[src/rtl/mult_seq_32bit_if.sv]
// Handshake and result bundle for the sequential multiplier.
// The requester uses the master modport and the multiplier uses the slave modport.
interface mult_seq_32bit_if #(
    parameter int WIDTH = 32
);
    logic             start;
    logic [WIDTH-1:0] a;
    logic [WIDTH-1:0] b;
    logic             busy;
    logic             done;
    logic [WIDTH-1:0] product_lo;
    logic [WIDTH-1:0] product_hi;

    modport master (
        output start, a, b,
        input  busy, done, product_lo, product_hi
    );

    modport slave (
        input  start, a, b,
        output busy, done, product_lo, product_hi
    );
endinterface

[src/rtl/mult_seq_32bit.sv]
// Unsigned shift-add multiplier. Each clock retires one multiplier bit, and a start/done handshake controls it.
// Optional macro MULT_EARLY_EXIT_EN ends RUN as soon as no set multiplier bits remain.
module mult_seq_32bit #(
    parameter int WIDTH = 32,
    parameter int CNT_W = 6
) (
    input  logic              clk,
    input  logic              rst_n,
    mult_seq_32bit_if.slave   bus
);

    typedef enum logic [1:0] {
        IDLE = 2'd0,
        RUN  = 2'd1,
        DONE = 2'd2
    } state_t;

    localparam logic [CNT_W-1:0] LAST_ITER = CNT_W'(WIDTH - 1);

    state_t               state_q, state_d;
    logic [2*WIDTH-1:0]   mcand_q, mcand_d;
    logic [WIDTH-1:0]     mplier_q, mplier_d;
    logic [2*WIDTH-1:0]   acc_q, acc_d;
    logic [CNT_W-1:0]     count_q, count_d;
    logic                 finish;

    always_ff @(posedge clk or negedge rst_n) begin
        if (!rst_n) begin
            state_q  <= IDLE;
            mcand_q  <= '0;
            mplier_q <= '0;
            acc_q    <= '0;
            count_q  <= '0;
        end else begin
            state_q  <= state_d;
            mcand_q  <= mcand_d;
            mplier_q <= mplier_d;
            acc_q    <= acc_d;
            count_q  <= count_d;
        end
    end

    // acc is held outside RUN so the product stays visible until the next accepted start
    always_comb begin
        state_d  = state_q;
        mcand_d  = mcand_q;
        mplier_d = mplier_q;
        acc_d    = acc_q;
        count_d  = count_q;
        finish   = 1'b0;

        case (state_q)
            IDLE: begin
                if (bus.start) begin
                    mcand_d  = {{WIDTH{1'b0}}, bus.a};
                    mplier_d = bus.b;
                    acc_d    = '0;
                    count_d  = '0;
                    state_d  = RUN;
                end
            end
            RUN: begin
                if (mplier_q[0]) begin
                    acc_d = acc_q + mcand_q;
                end
                mcand_d  = mcand_q << 1;
                mplier_d = mplier_q >> 1;
                count_d  = count_q + CNT_W'(1);
`ifdef MULT_EARLY_EXIT_EN
                finish   = (count_q == LAST_ITER) || (mplier_d == '0);
`else
                finish   = (count_q == LAST_ITER);
`endif
                if (finish) begin
                    state_d = DONE;
                end
            end
            DONE: begin
                state_d = IDLE;
            end
            default: begin
                state_d = IDLE;
            end
        endcase
    end

    assign bus.busy       = (state_q == RUN);
    assign bus.done       = (state_q == DONE);
    assign bus.product_lo = acc_q[WIDTH-1:0];
    assign bus.product_hi = acc_q[2*WIDTH-1:WIDTH];

endmodule

[src/flat_wrapper.sv]
// flat-port wrapper written by rule: the top's interface ports become plain ports
module mult_seq_32bit_flat 
#(
    parameter int WIDTH = 32,
    parameter int CNT_W = 6
)
  (clk, rst_n, bus_start, bus_a, bus_b, bus_busy, bus_done, bus_product_lo, bus_product_hi);
  mult_seq_32bit_if #(.WIDTH(WIDTH)) bus_i ();
  input  logic clk;
  input  logic rst_n;
  input wire logic [$bits(bus_i.start)-1:0] bus_start;
  input wire logic [$bits(bus_i.a)-1:0] bus_a;
  input wire logic [$bits(bus_i.b)-1:0] bus_b;
  output wire logic [$bits(bus_i.busy)-1:0] bus_busy;
  output wire logic [$bits(bus_i.done)-1:0] bus_done;
  output wire logic [$bits(bus_i.product_lo)-1:0] bus_product_lo;
  output wire logic [$bits(bus_i.product_hi)-1:0] bus_product_hi;
  assign bus_i.start = bus_start;
  assign bus_i.a = bus_a;
  assign bus_i.b = bus_b;
  assign bus_busy = bus_i.busy;
  assign bus_done = bus_i.done;
  assign bus_product_lo = bus_i.product_lo;
  assign bus_product_hi = bus_i.product_hi;
  mult_seq_32bit #(.WIDTH(WIDTH), .CNT_W(CNT_W)) u_core (.clk(clk), .rst_n(rst_n), .bus(bus_i));
endmodule
[config.mk]
export PLATFORM = sky130hd
export DESIGN_NAME = mult_seq_32bit_flat
export DESIGN_NICKNAME = d
export VERILOG_FILES = /design/src/rtl/mult_seq_32bit_if.sv /design/src/rtl/mult_seq_32bit.sv /design/src/flat_wrapper.sv
export SDC_FILE = /design/constraint.sdc
export NUM_CORES = 1
export LEC_CHECK = 0
export ABC_AREA = 1
export CAP_MARGIN = 25
export CORE_MARGIN = 4
export CORE_UTILIZATION = 40
export DETAILED_ROUTE_END_ITERATION = 8
export DONT_BUFFER_PORTS = 1
export MAX_ROUTING_LAYER = met4
export PLACE_DENSITY = 0.64
export SYNTH_ARGS = -nofsm -noshare
export SYNTH_HDL_FRONTEND = slang
export SYNTH_SLANG_ARGS = --single-unit
[constraint.sdc]
create_clock -name clk -period 2.2 [get_ports clk]
set_input_delay 0.22 -clock clk [delete_from_list [all_inputs] [get_ports clk]]
set_output_delay 0.22 -clock clk [all_outputs]
set_load 0.03 [all_outputs]
==> impl_metrics.py <==
metrics = {
    "synthesis": {
        "synthDistinctLibCells": 44,
        "edff_count_synth": 0,
        "yosys_warnings": 0,
        "synth-seq-area-share_pct": 32.7,
        "synth_flop_cell": "dfrtp_1",
        "synth_top_cell_area_share_pct": 32.7,
        "synth-async-reset-ratio_pct": 100,
        "yosys.cell_count.top_type": "nand2_1",
        "syn-num-nets": 2121,
        "synth.ff_latch_count": 168,
        "synth.cells.most_frequent": "nand2_1 (732), inv_1 (399), dfrtp_1 (168)",
        "synth_top_cells_by_area": "dfrtp_1 (33%), nand2_1 (21%), inv_1 (12%)",
        "post_synth_instance_area_sq_um": 12900,
        "postSynthCellCount": 1989,
        "yosysTopAreaCell": "dfrtp_1",
        "syn_avg_cell_area_sq_um": 6.47,
    },
    "cts": {
        "tritoncts.num_buffers": 17,
        "clock_tree.root_cell": "clkbuf_16",
        "tritoncts_num_sinks": 168,
        "clock_tree.htree_level_count": 4,
        "cts.hold.buffers_added": 27,
        "insertion_delay_ps": 460,
        "clk_pin_slew_worst_paths_ps": 70,
        "cts_tree": "built",
        "cts-root-to-sink-buffers": 2,
    },
    "sta": {
        "hold_slack_ps": -530,
        "rsz_0062_raised_after_global_routing": "yes",
        "tightestPinTransition_ps": 661,
        "setup_tns_ps": 0,
        "final_min_period_over_clock_period_pct": 97.9,
        "fmax_ghz": 0.464,
        "layout_setup_ws_ps": 46.0,
        "final_slew_violations": 0,
        "slew-limit-headroom_pct": 56.0,
        "finalHoldViolCount": 168,
        "post-route-min-period_ps": 2150,
        "worst_clock_skew_ps": 20.8,
        "setup_violations": 0,
    },
    "worst_setup_path": {
        "end_kind": "register",
        "path_max_fanout": 3,
        "worst_setup_path_start_kind": "register",
        "regToRegEndpoint": "u_core.acc_q[58]",
        "setup.reg_to_reg.worst_slack_ps": 50,
        "timing_worst_setup_path_type": "register to register",
        "r2r.worst_path.cells": 13,
        "cp.required_ps": 2540,
        "critPathLaunch": "u_core.acc_q[0]",
        "r2r-start": "u_core.acc_q[0]",
        "worstPathArrival_ps": 2500,
        "worst_setup_path_endpoint": "u_core.acc_q[58]",
    },
    "global_routing": {
        "grtUsageTotal_pct": 24.3,
        "overall_overflow_remaining_after_global_route": 0,
        "grt_pass1_wl_um": 66400,
        "grt_start_max_net_pins": 169,
        "first_global_vias": 12200,
        "grt_antenna_before_repair": 2,
    },
    "routing": {
        "first_iter_violations": 959,
        "detail_route.vias_per_cell": 4.96,
        "drc": 0,
        "drt_wl_total_um": 42000,
        "routed-via-count": 12700,
        "routed_wire_length_per_instance_um": 16.4,
        "route.antenna.remaining_nets": 0,
        "firstDrtPassIters": 6,
    },
    "placement": {
        "detailedPlace.worstSlack_ps": -83.9,
        "place.detailed.hpwl_um": 31900,
        "io_buffers": 0,
        "routabilityCongestion": 0.945,
    },
    "layout": {
        "nets": 2268,
        "layout-drive-gt1-share_pct": 20.7,
        "layout-area-overhead-vs-synth_pct": 24.4,
        "final_core_util_pct": 50.6,
    },
    "outcome": {
        "outcome": "complete, but fails checks",
        "violated_checks": "negative hold slack",
    },
    "pwr": {
        "peakVddDrop_mv": 1.09,
        "seq_power_share_pct": 22.5,
        "p_switching_mw": 12.0,
        "power.internal_mw": 11.8,
        "part_of_the_total_power_dissipated_in_combinational_logic_pct": 64.8,
        "swShare_pct": 50.5,
        "cellLeakagePower_nw": 8.59,
        "clkPwrFrac_pct": 12.7,
        "power_density_nw_per_um2": 1480,
        "post-layout-total-power_mw": 23.8,
    },
    "die": {
        "die_area_sq_um": 35100,
        "ioPinCount": 133,
        "core_area_sq_um": 31600,
        "dieHeight_um": 187,
        "initial_cell_density_of_the_core_pct": 40.7,
        "floorplan.rows": 65,
        "die_x_um": 187,
    },
    "min_path": {
        "holdCritPathClass": "primary input to asynchronous set/reset pin",
    },
    "run": {
        "max-cap-violations": 0,
    },
}
-- logic make-up after synthesis --
family / synth area share [%]
simple gates: 34.8
buf+inv: 13.9
compound gates: 11.8
flops: 32.7
fa+ha+maj: 6.38
xor+xnor: 0.408
-- cell usage in the layout (no fill, tap or decap), types with 34 or more instances in the layout --
cell	count
a21oi_1	75
buf_4	140
dfrtp_1	168
inv_1	398
nand2_1	684
nand2_2	74
nand3_1	65
nor2_1	96
nor2_2	38
nor3_1	41
o21ai_0	45
o22ai_1	34
-- power groups by stage --
stage,Sequential (mW),Combinational [mW],Clock [mW]
floorplan,5.94,8.40,0
global placement,5.11,13.6,0
detailed placement,5.14,13.8,0
CTS,5.11,13.9,3.07
global route,5.49,16.9,3.22
finish,5.34,15.4,3.01
-- final cells by class --
type,count,area (sq um)
multi-input cells,1364,7720
repair buffers,175,1470
flip-flops and latches,168,4200
well taps,402,503
clock buffers,18,439
fillers,3191,15600
inverters,410,1540
clock inverters,14,129
diodes,2,5.00
-- worst min path at each step --
| stage | start | endpoint | slack [ps] | cells after the start |
|---|---|---|---|---|
| final | rst_n | u_core.acc_q[42] | -530 | 0 |
| after global routing | rst_n | u_core.acc_q[6] | -560 | 0 |
| after CTS | rst_n | u_core.mcand_q[49] | -560 | 0 |
| after detailed placement | rst_n | u_core.acc_q[42] | -70 | 0 |
| after global placement | rst_n | u_core.acc_q[40] | -70 | 0 |
| after floorplan | rst_n | u_core.acc_q[0] | -80 | 0 |
-- routing by layer --
layer / share of wire [%] / wire (um) / GRT usage, % / up-vias
met4: 1.4 / 573 / 4.92 / 0
met2: 44 / 18400 / 36.0 / 330
li1: - / - / - / 6445
met5: 0 / 0 / - / -
met1: 48 / 20100 / 34.4 / 5850
met3: 6.9 / 2900 / 5.21 / 32
-- registers in the layout, summed over array words and instances, names as in the netlist --
name / count
u_core.count_q: 6
u_core.state_q: 2
u_core.mcand_q: 64
u_core.acc_q: 64
u_core.mplier_q: 32
-- worst max-delay path, stage by stage (launching register included) --
cell	delay (ps)
dfrtp_1	370
ha_2	200
inv_1	70
fa_2	410
inv_2	90
nand3_1	130
nand3_2	150
nand3_1	90
nand2_2	170
nand2_2	120
nand2_1	70
nand2_1	50
nand3_1	70
nand2_1	50
-- per-stage QoR --
stage,area [sq um],cells,hold WS [ps]
after floorplan,12900,1989,-75.6
after global placement,14200,2477,-69.0
after detailed placement,14200,2477,-69.6
after CTS,15100,2536,-560
after global routing,16000,2553,-565
final,16000,2553,-530
-- repair_timing --
item	4_1_cts	5_1_grt
pin swaps	1	21
gates cloned	0	0
buffers inserted	0	15
setup endpoints to repair	15	44
hold endpoints to repair	195	168
resized for setup	12	174
Note: power is estimated with default switching activity, not from simulation.
